**src/rtl/wb_select_if.sv**
```systemverilog
// wb_select_if: writeback request, load response and register-write bundle
interface wb_select_if #(
  parameter int XLEN = 32,
  parameter int REGW = 5
);
  logic            in_valid;
  logic            in_ready;
  logic [1:0]      in_sel;
  logic            in_regwrite;
  logic [REGW-1:0] in_rd;
  logic [2:0]      in_funct3;
  logic [1:0]      in_addr_lo;
  logic [XLEN-1:0] in_alu_res;
  logic [XLEN-1:0] in_pc_plus4;
  logic [XLEN-1:0] in_imm;
  logic            mem_rsp_valid;
  logic [XLEN-1:0] mem_rsp_data;
  logic            rf_we;
  logic [REGW-1:0] rf_rd;
  logic [XLEN-1:0] rf_wdata;
  logic            err;
  modport master (
    output in_valid, in_sel, in_regwrite, in_rd, in_funct3, in_addr_lo,
           in_alu_res, in_pc_plus4, in_imm, mem_rsp_valid, mem_rsp_data,
    input  in_ready, rf_we, rf_rd, rf_wdata, err
  );
  modport slave (
    input  in_valid, in_sel, in_regwrite, in_rd, in_funct3, in_addr_lo,
           in_alu_res, in_pc_plus4, in_imm, mem_rsp_valid, mem_rsp_data,
    output in_ready, rf_we, rf_rd, rf_wdata, err
  );
endinterface

```
**src/rtl/wb_select_stage.sv**
```systemverilog
// wb_select_stage: registered writeback source select with load wait, extension and timeout
module wb_select_stage #(
  parameter int XLEN        = 32,
  parameter int REGW        = 5,
  parameter int MEM_TIMEOUT = 15
) (
  input logic        clk,
  input logic        rst,
  wb_select_if.slave bus
);
  localparam int CW = $clog2(MEM_TIMEOUT + 1);
  typedef enum logic {IDLE, WAIT_MEM} state_t;
  state_t          state;
  logic [REGW-1:0] rd_q;
  logic            we_q;
  logic [2:0]      f3_q;
  logic [1:0]      alo_q;
  logic [CW-1:0]   cnt;
  logic [7:0]      b;
  logic [15:0]     h;
  logic [XLEN-1:0] ld;
  logic [XLEN-1:0] src;
  logic            bad;
  logic            wr_now;
  logic            wr_ld;
  assign bus.in_ready = (state == IDLE);
  assign wr_now = bus.in_regwrite && (bus.in_rd != '0);
  assign wr_ld  = we_q && (rd_q != '0);
  // little-endian sub-word extraction, extension and legality of the pending load
  always_comb begin
    b   = bus.mem_rsp_data[{alo_q, 3'b000} +: 8];
    h   = alo_q[1] ? bus.mem_rsp_data[31:16] : bus.mem_rsp_data[15:0];
    ld  = f3_q == 3'b000 ? {{(XLEN-8){b[7]}}, b} :
          f3_q == 3'b001 ? {{(XLEN-16){h[15]}}, h} :
          f3_q == 3'b100 ? {{(XLEN-8){1'b0}}, b} :
          f3_q == 3'b101 ? {{(XLEN-16){1'b0}}, h} : bus.mem_rsp_data;
    bad = (f3_q == 3'b011) || (f3_q[2:1] == 2'b11) ||
          (f3_q[1:0] == 2'b01 && alo_q[0]) || (f3_q == 3'b010 && alo_q != 2'b00);
    src = bus.in_sel == 2'b00 ? bus.in_alu_res :
          bus.in_sel == 2'b10 ? bus.in_pc_plus4 : bus.in_imm;
  end
  // accept requests, wait for load data or timeout, drive single-cycle write/err pulses
  always_ff @(posedge clk) begin
    if (rst) begin
      state        <= IDLE;
      bus.rf_we    <= 1'b0;
      bus.rf_rd    <= '0;
      bus.rf_wdata <= '0;
      bus.err      <= 1'b0;
      cnt          <= '0;
      rd_q         <= '0;
      we_q         <= 1'b0;
      f3_q         <= '0;
      alo_q        <= '0;
    end else begin
      bus.rf_we <= 1'b0;
      bus.err   <= 1'b0;
      if (state == IDLE) begin
        if (bus.in_valid && bus.in_sel == 2'b01) begin
          state <= WAIT_MEM;
          cnt   <= '0;
          rd_q  <= bus.in_rd;
          we_q  <= bus.in_regwrite;
          f3_q  <= bus.in_funct3;
          alo_q <= bus.in_addr_lo;
        end else if (bus.in_valid) begin
          bus.rf_we <= wr_now;
          if (wr_now) begin
            bus.rf_rd    <= bus.in_rd;
            bus.rf_wdata <= src;
          end
        end
      end else if (bus.mem_rsp_valid) begin
        state     <= IDLE;
        bus.err   <= bad;
        bus.rf_we <= !bad && wr_ld;
        if (!bad && wr_ld) begin
          bus.rf_rd    <= rd_q;
          bus.rf_wdata <= ld;
        end
      end else if (cnt == CW'(MEM_TIMEOUT - 1)) begin
        state   <= IDLE;
        bus.err <= 1'b1;
      end else begin
        cnt <= cnt + 1'b1;
      end
    end
  end
endmodule
```
**src/flat_wrapper.sv**
```systemverilog
// flat-port wrapper written by rule: the top's interface ports become plain ports
module wb_select_stage_flat 
#(
  parameter int XLEN        = 32,
  parameter int REGW        = 5,
  parameter int MEM_TIMEOUT = 15
)
  (clk, rst, bus_in_valid, bus_in_sel, bus_in_regwrite, bus_in_rd, bus_in_funct3, bus_in_addr_lo, bus_in_alu_res, bus_in_pc_plus4, bus_in_imm, bus_mem_rsp_valid, bus_mem_rsp_data, bus_in_ready, bus_rf_we, bus_rf_rd, bus_rf_wdata, bus_err);
  wb_select_if #(.XLEN(XLEN), .REGW(REGW)) bus_i ();
  input logic clk;
  input logic rst;
  input wire logic [$bits(bus_i.in_valid)-1:0] bus_in_valid;
  input wire logic [$bits(bus_i.in_sel)-1:0] bus_in_sel;
  input wire logic [$bits(bus_i.in_regwrite)-1:0] bus_in_regwrite;
  input wire logic [$bits(bus_i.in_rd)-1:0] bus_in_rd;
  input wire logic [$bits(bus_i.in_funct3)-1:0] bus_in_funct3;
  input wire logic [$bits(bus_i.in_addr_lo)-1:0] bus_in_addr_lo;
  input wire logic [$bits(bus_i.in_alu_res)-1:0] bus_in_alu_res;
  input wire logic [$bits(bus_i.in_pc_plus4)-1:0] bus_in_pc_plus4;
  input wire logic [$bits(bus_i.in_imm)-1:0] bus_in_imm;
  input wire logic [$bits(bus_i.mem_rsp_valid)-1:0] bus_mem_rsp_valid;
  input wire logic [$bits(bus_i.mem_rsp_data)-1:0] bus_mem_rsp_data;
  output wire logic [$bits(bus_i.in_ready)-1:0] bus_in_ready;
  output wire logic [$bits(bus_i.rf_we)-1:0] bus_rf_we;
  output wire logic [$bits(bus_i.rf_rd)-1:0] bus_rf_rd;
  output wire logic [$bits(bus_i.rf_wdata)-1:0] bus_rf_wdata;
  output wire logic [$bits(bus_i.err)-1:0] bus_err;
  assign bus_i.in_valid = bus_in_valid;
  assign bus_i.in_sel = bus_in_sel;
  assign bus_i.in_regwrite = bus_in_regwrite;
  assign bus_i.in_rd = bus_in_rd;
  assign bus_i.in_funct3 = bus_in_funct3;
  assign bus_i.in_addr_lo = bus_in_addr_lo;
  assign bus_i.in_alu_res = bus_in_alu_res;
  assign bus_i.in_pc_plus4 = bus_in_pc_plus4;
  assign bus_i.in_imm = bus_in_imm;
  assign bus_i.mem_rsp_valid = bus_mem_rsp_valid;
  assign bus_i.mem_rsp_data = bus_mem_rsp_data;
  assign bus_in_ready = bus_i.in_ready;
  assign bus_rf_we = bus_i.rf_we;
  assign bus_rf_rd = bus_i.rf_rd;
  assign bus_rf_wdata = bus_i.rf_wdata;
  assign bus_err = bus_i.err;
  wb_select_stage #(.XLEN(XLEN), .REGW(REGW), .MEM_TIMEOUT(MEM_TIMEOUT)) u_core (.clk(clk), .rst(rst), .bus(bus_i));
endmodule
```
**config.mk**
```make
export PLATFORM = sky130hd
export DESIGN_NAME = wb_select_stage_flat
export DESIGN_NICKNAME = d
export VERILOG_FILES = /design/src/rtl/wb_select_if.sv /design/src/rtl/wb_select_stage.sv /design/src/flat_wrapper.sv
export SDC_FILE = /design/constraint.sdc
export NUM_CORES = 1
export LEC_CHECK = 0
export BUFFER_PORTS_ARGS = -buffer_cell sky130_fd_sc_hd__buf_2
export CAP_MARGIN = 20
export CELL_PAD_IN_SITES_DETAIL_PLACEMENT = 0
export CELL_PAD_IN_SITES_GLOBAL_PLACEMENT = 1
export CORE_MARGIN = 10
export CORE_UTILIZATION = 33
export CTS_BUF_LIST = sky130_fd_sc_hd__clkbuf_8
export DETAILED_ROUTE_END_ITERATION = 10
export PLACE_DENSITY = 0.83
export SLEW_MARGIN = 20
export SYNTH_ARGS = -nofsm -noshare
export SYNTH_HDL_FRONTEND = slang
export SYNTH_SLANG_ARGS = --single-unit
```
**constraint.sdc**
```tcl
create_clock -name clk -period 2.04 [get_ports clk]
set_clock_uncertainty 0.1 [all_clocks]
set_input_delay 0.306 -clock clk [delete_from_list [all_inputs] [get_ports clk]]
set_output_delay 0.306 -clock clk [all_outputs]
set_load 0.02 [all_outputs]
```
======== Yosys cells after proc, flatten, opt, wreduce, memory -nomap -nowiden ========
Cells that the tools add are included.
storage, ports and cells
  bits of input ports ..................... 145
  word-level logic and storage cells ...... 83
  latch bits .............................. 0
  register bits ........................... 55
  output and inout port bits .............. 40
  memory bits (writable) .................. 0
  memories ................................ 0
  bits in read-only memories .............. 0
cells by class
  div/mod/pow operators ................... 0
  bitwise gates (word level) .............. 1
  magnitude comparators ................... 0
  shift operators ......................... 1
  eq/ne operators ......................... 15
  multipliers ............................. 0
  $add $sub $neg .......................... 1
  multiplexer cells ....................... 33
  reductions and logical operators ........ 22
operators by type and width
  cell                                            number
  two-way mux 32 bit                              12
  variable part select 32 x 6 -> 8 bit            1
  two-way mux 5 bit                               6
  two-way mux 16 bit                              1
  two-way mux 4 bit                               4
  two-way mux 1 bit                               10
  nonzero test 5 bit                              2
  != test 2 bit (second input constant)           4
  nonzero test 2 bit                              4
  == test 3 x 2 -> 1 bit (second input constant)  2
  == test 3 bit (second input constant)           2
  logical AND 1 bit                               6
  AND reduction 5 bit                             1
  adder 4 x 1 -> 4 bit (second input constant)    1
  == test 2 x 1 -> 1 bit (second input constant)  2
  == test 2 bit (second input constant)           2
  == test 4 bit (second input constant)           1
  == test 3 x 1 -> 1 bit (second input constant)  1
  zero test 3 bit                                 1
  logical OR 1 bit                                3
  AND reduction 3 bit                             1
  zero test 2 bit                                 1
  != test 2 x 1 -> 1 bit (second input constant)  1
  AND reduction 2 bit                             1
  other kinds (3)                                 3

======== Depth between registers and ports, before layout ========
Gate-level depths: netlist of run 1.
  depth in word-level cells ............... 9
  depth in mapped cells ................... 8
  depth with buffers taken out ............ 7

======== Worst setup path before layout of run 1 ========
OpenSTA, ideal clock, no wires.
  path type ............................... input -> register
  from .................................... input port bus_in_rd[0]
  to ...................................... register u_core.bus.rf_wdata[10]
  path buffers ............................ 2
  stages .................................. 7
  path slack .............................. 227 ps
  library setup time ...................... 126 ps
  arrival time ............................ 1587 ps
  data required time ...................... 1814 ps
  cell sequence ........................... or4_1 o2111ai_2 o21ai_4 nand2b_2 buf_6 buf_6 o32ai_2
on the way
  word-level cells in the longest chain between the ends .. 4
RTL lines
  element                        RTL line               text
  start: declaration             flat_wrapper.sv:15     input wire logic [$bits(bus_i.in_rd)-1:0] bus_in_rd;
  nonzero test 5 bit             wb_select_stage.sv:27  assign wr_now = bus.in_regwrite && (bus.in_rd != '0);
  logical AND 1 bit              wb_select_stage.sv:27
  nonzero test 2 bit (no line)   --
  AND reduction 5 bit (no line)  --
  end signal: assignment         wb_select_stage.sv:70  bus.rf_wdata <= src;
  end signal: assignment         wb_select_stage.sv:79  bus.rf_wdata <= ld;
  end: declaration               wb_select_if.sv:30     output in_ready, rf_we, rf_rd, rf_wdata, err
Every way passes these cells.
A chain may end at the register's enable or synchronous reset.

======== Worst setup path in the final report of run 1 ========
  from .................................... register u_core.state
  to ...................................... output port bus_in_ready
on the way
  word-level cells in the longest chain between the ends .. 1
RTL lines
  element                   RTL line               text
  start: declaration        wb_select_stage.sv:13  state_t state;
  start signal: assignment  wb_select_stage.sv:45  state <= IDLE;
  start signal: assignment  wb_select_stage.sv:60  state <= WAIT_MEM;
  start signal: assignment  wb_select_stage.sv:74  state <= IDLE;
  inverter 1 bit (no line)  --
  end: declaration          flat_wrapper.sv:23     output wire logic [$bits(bus_i.in_ready)-1:0] bus_in_ready;
Every way passes these cells.

==> summary.txt, run 1 <==
Detailed routing
  – Post-detailed-routing wire length: 14.23 mm
  – Number of iterations in the first detailed-routing pass: 4
  – Residual antenna-violating net count after detailed routing: 0
  – Number of vias in the routed layout: 4,036
  – DRC viols: 0
  – Average wire per cell in the routed design: 18.46 um
  – Number of vias per cell: 5.235
  – Number of DRC markers after the initial detailed-route iteration: 257

STA
  – Relative slew slack: 64.88%
  – Setup TNS: 0 ns
  – Number of hold violations in the final report: 0
  – Fmax: 518.9 MHz
  – Final clock period utilization by the worst path: 94.46%
  – Pin slew with the least headroom to its limit: 0.5268 ns
  – Shortest clock period the worst path allows after layout: 1.927 ns
  – Count of pins over their slew limit: 0
  – Final setup viols: 0
  – Setup repair after global routing missed its margin: no

Layout
  – Post-layout nets: 775
  – End-of-flow core utilization: 45.07%
  – Design Area, Final: 4950 um2
  – Sequential cell area: 1102 um2
  – Area of the multi-input gates: 2352 um2
  – Cell Count, Final, Fillers Out: 771
  – Fraction of layout cells with a size suffix above 1: 43.88%
  – Layout overhead on the synthesized area: 31.52%
  – Filler Cells Inserted: 1,111

Synth
  – Cell type contributing the most total cell area after synthesis: sky130_fd_sc_hd__dfxtp_1
  – Cell area after synthesis: 3764 um2
  – Average instance area after synthesis: 8.200 um2
  – Proportion of register bits with asynchronous set or reset after synthesis: 0%
  – Flip-flop cell with the highest count after synthesis: sky130_fd_sc_hd__dfxtp_1
  – Netlist cell types: 46
  – Yosys warning count: 0
  – Leading post-synthesis cells by cell area: sky130_fd_sc_hd__dfxtp_1, sky130_fd_sc_hd__mux2_2, sky130_fd_sc_hd__o22ai_1, sky130_fd_sc_hd__nand2_1, sky130_fd_sc_hd__nand2b_1
  – Flip-flop and latch count after synthesis: 55
  – Post-synth top area share: 29.26%
  – Dominant cell by count in the synthesized netlist: sky130_fd_sc_hd__nand2_1
  – Post-synthesis cell count: 459
  – Number of enable flip-flop cells after synthesis: 0
  – List of most frequent post-synthesis cells: sky130_fd_sc_hd__nand2_1, sky130_fd_sc_hd__dfxtp_1, sky130_fd_sc_hd__mux2_2
  – Post-Syn Nets: 606
  – Sequential element share of the synthesized area: 29.26%

Worst setup path
  – Path depth of the worst reg2reg path: 7
  – Element type at the critical path start: flip-flop
  – Element type at the critical path end: primary output
  – Worst-path fanout max: 26
  – Classification of the worst setup path: flip-flop to primary output
  – CP Data Required Time: 1.63 ns
  – Data arrival at the endpoint of the critical path: 1.52 ns

Clock network
  – CTS Hold Buffers Added: 0
  – Max Buffers Root-to-Sink: 2
  – Clock tree from TritonCTS: built
  – CTS sink cnt: 55
  – Clock slew at reported path FFs: 0.10 ns
  – Root buf cell: sky130_fd_sc_hd__clkbuf_8
  – Number of buffers inserted during clock tree synthesis: 5
  – Count of H-tree levels built during CTS: 2
  – Skew-Pair Late Insertion Delay: 0.31 ns

Floorplan
  – Placeable core region: 10,980 um2
  – DIE HEIGHT: 126.8 um
  – Ports: 185
  – Horizontal die dimension: 126.8 um
  – Starting utilization of the core area: 34.27%
  – Area enclosed by the die boundary: 16,080 um2
  – Number of cell rows: 38

Place
  – Placed instance count: 761
  – Placement-stage cell area: 4817 um2
  – Quantity of I/O buffers inserted on ports: 184
  – DP Wirelength: 11.67 mm
  – Global placement routability congestion: 0.8927

Global routing
  – Met1 global-route usage: 19.05%
  – Via count of the first global-routing pass: 4,114
  – Number of antenna violations at the first check in global routing: 5
  – Met3 demand-to-capacity share in global routing: 4.581%
  – Pin count of the biggest net entering global routing: 31
  – GRT Max-Usage Layer: met2
  – Met2 Track Usage GR: 29.37%
  – Total Routing Usage GR: 16.49%
  – Grt total ovfl: 0
  – Global-route wire length before repair: 21.76 mm

Run
  – Max-cap violations: 0

Power
  – P per Cell Area: 542.5 nW/um2
  – Total Power Consumption: 0.002685 W
  – Peak supply drop: 0.3179 mV
  – Leakage power summed over all cells: 2.189 nW

Hold path
  – Hold/Removal Path Class: input pin to flip-flop
  – Hold Path Stages: 3

Outcome
  – Status: finished clean
==> cell usage in the layout, fill, tap and decap left out, drive strengths merged, types with 5 or more instances in the layout <==
master and count:
buf 206, nand2 62, dfxtp 55, mux2 49
o22ai 41, nand2b 30, nor2 27, o21ai 23
inv 22, a21oi 18, mux2i 14, a221oi 8
o32ai 8, a211oi 7, a311oi 6, clkbuf 6
o2111ai 6, nor3 5, nand3 5, o311a 5
==> flip-flops by register name (all words and copies together) (netlist names) <==
signal               flops
u_core.state             1
u_core.bus.rf_wdata     32
u_core.f3_q              3
u_core.bus.err           1
u_core.alo_q             2
u_core.bus.rf_rd         5
u_core.bus.rf_we         1
u_core.cnt               4
u_core.rd_q              5
u_core.we_q              1
==> power by group <==
group	internal, W	total (W)	leakage (nW)	switching (W)
sequential	0.00113	0.00116	0.449	0.0000307
combinational	0.000353	0.000739	1.68	0.000386
clock	0.000405	0.000790	0.0618	0.000385
==> worst paths after layout <==
kind | from | endpoint | slack, ns
worst min-delay path | bus_in_funct3[2] | u_core.f3_q[2] | 0.13
worst max register to register | u_core.alo_q[1] | u_core.bus.rf_wdata[30] | 0.15
worst max-delay path | u_core.state | bus_in_ready | 0.11
worst min register to register | u_core.we_q | u_core.we_q | 0.38
==> per-layer routing <==
| layer | wire length (um) | share of wire (%) |
|---|---|---|
| met5 | 32 | 0.22 |
| met4 | 208 | 1.5 |
| met3 | 1164 | 8.2 |
| met2 | 7223 | 51 |
| met1 | 5603 | 39 |
==> kinds of logic (layout without fill, tap and decap cells) <==
group	count (synthesis)	count (layout)	share of synthesized area [%]
other cells	0	2	0
simple gates	137	137	16.92
fa+ha+maj	2	2	0.6648
mux	64	64	18.98
compound gates	134	134	25.40
flops	55	55	29.26
buf+inv	65	235	8.311
xor+xnor	2	2	0.4655
==> area by class of cell <==
class                           count  share of cell area (%)
Clock buffer                        6                   1.668
Multi-Input combinational cell    339                   47.52
Sequential cell                    55                   22.27
Timing Repair Buffer              206                   22.52
Inverter                           21                   1.593
Tap cell                          140                   3.539
Antenna cell                        2                  0.1011
Clock inverter                      2                  0.7836
==> critical path, cell delays in order (launching register included) <==
cell                      delay [ns]
sky130_fd_sc_hd__dfxtp_2        0.41
sky130_fd_sc_hd__buf_4          0.33
sky130_fd_sc_hd__inv_1          0.25
sky130_fd_sc_hd__buf_2          0.22
==> metrics by stage <==
stage | hold WS (ns) | setup WS (ns)
detailed placement | 0.3624 | 0.04176
global placement | 0.3574 | 0.09990
CTS | 0.1179 | 0.06867
global route | 0.1159 | 0.007728
finish | 0.1286 | 0.1130
floorplan | 0.3420 | 0.2274
==> timing repair <==
action / in CTS / in global routing
buffers inserted: 0 / 0
endpoints found under the setup margin: 0 / 5
resized for setup: 0 / 2
No activity file was read; power rests on OpenSTA's default activity.
==> inputs of run 2 (changes only) <==
ABC_AREA = 1   (was not set)
CORE_UTILIZATION = 31   (was 33)
==> run 2 against run 1 <==
Die area is 5.5% higher. Global-route usage grew 0.88 points. First-iteration DRC count up 5.4%. Synthesized area rose by 0.13%. Non-clock buffer count shrank 7. Wire length rose by 8.2%. Highest routed layer unchanged. Via count up 13%. Setup slack gained 0.15 ns. Cell area fell by 1.5%. Combinational power is 4.6% higher. Critical endpoint is now u_core.bus.rf_wdata[26].
==> summary.txt, run 2 <==
Outcome
  – Status: finished clean

Synth
  – List of most frequent post-synthesis cells: sky130_fd_sc_hd__nand2_1, sky130_fd_sc_hd__nand3_1, sky130_fd_sc_hd__dfxtp_1
  – Post-synthesis cell count: 605
  – Flip-flop and latch count after synthesis: 55
  – Post-Syn Nets: 752
  – Yosys warning count: 0
  – Flip-flop cell with the highest count after synthesis: sky130_fd_sc_hd__dfxtp_1
  – Cell area after synthesis: 3769 um2
  – Average instance area after synthesis: 6.229 um2
  – Dominant cell by count in the synthesized netlist: sky130_fd_sc_hd__nand2_1
  – Post-synth top area share: 29.22%
  – Leading post-synthesis cells by cell area: sky130_fd_sc_hd__dfxtp_1, sky130_fd_sc_hd__nand2_1, sky130_fd_sc_hd__nand3_1, sky130_fd_sc_hd__a21oi_1, sky130_fd_sc_hd__nor2_1
  – Cell type contributing the most total cell area after synthesis: sky130_fd_sc_hd__dfxtp_1
  – Netlist cell types: 31
  – Number of enable flip-flop cells after synthesis: 0
  – Sequential element share of the synthesized area: 29.22%
  – Proportion of register bits with asynchronous set or reset after synthesis: 0%

STA
  – Number of hold violations in the final report: 0
  – Final clock period utilization by the worst path: 87.14%
  – Count of pins over their slew limit: 0
  – Setup repair after global routing missed its margin: no
  – Fmax: 562.5 MHz
  – Final setup viols: 0
  – Setup TNS: 0 ns
  – Final Worst Setup Slack: 0.2623 ns
  – Shortest clock period the worst path allows after layout: 1.778 ns
  – Pin slew with the least headroom to its limit: 0.5651 ns
  – Relative slew slack: 62.29%

Clock network
  – Number of buffers inserted during clock tree synthesis: 5
  – CTS sink cnt: 55
  – Clock slew at reported path FFs: 0.11 ns
  – Post-CTS Setup Inserts: 0
  – CTS Hold Buffers Added: 0
  – Max Buffers Root-to-Sink: 2
  – Count of instances resized after the clock tree is built: 0
  – Root buf cell: sky130_fd_sc_hd__clkbuf_8
  – Clock tree from TritonCTS: built
  – Skew-Pair Late Insertion Delay: 0.32 ns
  – Count of H-tree levels built during CTS: 2

Place
  – Placement-stage cell area: 4782 um2
  – Quantity of I/O buffers inserted on ports: 184
  – DP Wirelength: 12.45 mm
  – Pre-CTS setup slack: 0.2310 ns
  – Global placement routability congestion: 0.8731

Hold path
  – Source of the worst hold timing path: bus_mem_rsp_valid
  – Hold/Removal Path Class: input pin to flip-flop
  – Hold Path Stages: 2
  – Endpoint of the worst hold path: u_core.bus.err

Layout
  – Flip-flop count of the largest register, all copies and words added: 32
  – Top reg by flops: u_core.bus.rf_wdata
  – Registers with the most flip-flops: u_core.bus.rf_wdata x32, u_core.bus.rf_rd x5, u_core.rd_q x5
  – End-of-flow core utilization: 40.74%
  – Design Area, Final: 4873 um2
  – Most frequent standard cell in the layout excluding fill and tap cells: sky130_fd_sc_hd__nand2_1
  – Post-layout nets: 917
  – Layout overhead on the synthesized area: 29.32%
  – Commonest non-fill, non-tap cells in the layout: sky130_fd_sc_hd__nand2_1, sky130_fd_sc_hd__buf_2, sky130_fd_sc_hd__nand3_1, sky130_fd_sc_hd__dfxtp_1, sky130_fd_sc_hd__a21oi_1
  – Fraction of layout cells with a size suffix above 1: 31.78%

Worst setup path
  – CP Data Required Time: 2.19 ns
  – Slowest cell on the critical path: sky130_fd_sc_hd__nor2_2
  – Register-to-register setup slack: 0.26 ns
  – Logic depth of the worst path, buffers included: 7
  – Largest delay share family, worst path: simple AND/OR/NAND/NOR gates
  – Buf/Inv on CP: 1
  – Data arrival at the endpoint of the critical path: 1.93 ns
  – Path depth of the worst reg2reg path: 7
  – Element type at the critical path end: flip-flop
  – Max incr delay on CP: 0.46 ns
  – Reg2Reg Launch Point: u_core.f3_q[1]
  – Endpoint of the worst-slack reg-to-reg timing path: u_core.bus.rf_wdata[26]
  – Classification of the worst setup path: flip-flop to flip-flop
  – Element type at the critical path start: flip-flop
  – Critical-path cell list: inv_2, nand2_2, nor2_2, a21boi_0, nand3_1, nand3_2, a21oi_2
  – Worst-path fanout max: 16

Detailed routing
  – DRC viols: 0
  – Number of vias in the routed layout: 4,566
  – Number of vias per cell: 4.968
  – Number of DRC markers after the initial detailed-route iteration: 271
  – Average wire per cell in the routed design: 16.76 um
  – Number of iterations in the first detailed-routing pass: 5
  – Residual antenna-violating net count after detailed routing: 0
  – Post-detailed-routing wire length: 15.40 mm

Run
  – Max-cap violations: 0

Power
  – P per Cell Area: 524.4 nW/um2
  – Leakage power summed over all cells: 2.329 nW
  – Total Power Consumption: 0.002556 W
  – Peak supply drop: 0.2963 mV

Floorplan
  – Starting utilization of the core area: 31.51%
  – Area enclosed by the die boundary: 16,970 um2
  – Placeable core region: 11,960 um2
  – Horizontal die dimension: 130.3 um
  – Ports: 185
  – DIE HEIGHT: 130.3 um
  – Number of cell rows: 40

Global routing
  – Via count of the first global-routing pass: 4,676
  – Pin count of the biggest net entering global routing: 38
  – Number of antenna violations at the first check in global routing: 3
  – Global-route wire length before repair: 23.67 mm
  – Grt total ovfl: 0
  – Total Routing Usage GR: 17.38%
## run 2: cell count changes after synthesis, moves of 15 or more
cell | previous run | this run
sky130_fd_sc_hd__nand2_1 | 62 | 189
sky130_fd_sc_hd__nand3_1 | 5 | 85
sky130_fd_sc_hd__mux2_2 | 49 | 0
sky130_fd_sc_hd__o22ai_1 | 41 | 5
sky130_fd_sc_hd__a21oi_1 | 17 | 51
sky130_fd_sc_hd__nand2b_1 | 29 | 0
sky130_fd_sc_hd__nor2_1 | 27 | 46
sky130_fd_sc_hd__a21boi_0 | 0 | 15
## run 2: worst max path at each step
stage | from | slack, ns | endpoint
final | u_core.f3_q[1] | 0.26 | u_core.bus.rf_wdata[26]
after global routing | u_core.f3_q[1] | 0.07 | u_core.bus.rf_wdata[18]
after CTS | u_core.alo_q[0] | 0.28 | u_core.bus.rf_wdata[31]
after detailed placement | bus_in_sel[0] | 0.23 | u_core.bus.rf_wdata[29]
after global placement | bus_in_sel[0] | 0.28 | u_core.bus.rf_wdata[28]
after floorplan | bus_in_sel[0] | 0.60 | u_core.bus.rf_wdata[25]
## run 2: final cells by class
cell class,count,area (um2)
inverter,31,118.9
multi-input combinational,478,2331
timing repair buffer,199,1046
clock inverter,3,20.02
tap,147,183.9
clock buffer,5,68.82
sequential,55,1102
antenna,1,2.502
fill,1334,7088
## run 2: cells by family after synthesis
kind of cell / synth area share, %
adder cells (fa/ha/maj): 0.6639
flip-flops: 29.22
AO/OA/AOI/OAI: 20.05
buffers and inverters: 8.931
AND/OR/NAND/NOR: 41.14
## run 2: stage by stage
step,cells,hold WS [ns]
after floorplan,605,0.2979
after global placement,910,0.3504
after detailed placement,910,0.3557
after CTS,918,0.1527
after global routing,919,0.1480
final,919,0.1588
## run 2: layer usage
layer	track usage (%)	wire length (um)
met5	0	18
met4	4.563	163
met3	5.274	1564
met2	29.26	7008
met1	21.00	6644
## run 2: power breakdown
part | leakage, nW | total [W] | switching [W] | internal, W
registers | 0.449 | 0.00116 | 0.0000298 | 0.00113
logic | 1.84 | 0.000773 | 0.000476 | 0.000297
clock network | 0.0402 | 0.000625 | 0.000385 | 0.000240
total | 2.33 | 0.00256 | 0.000890 | 0.00167
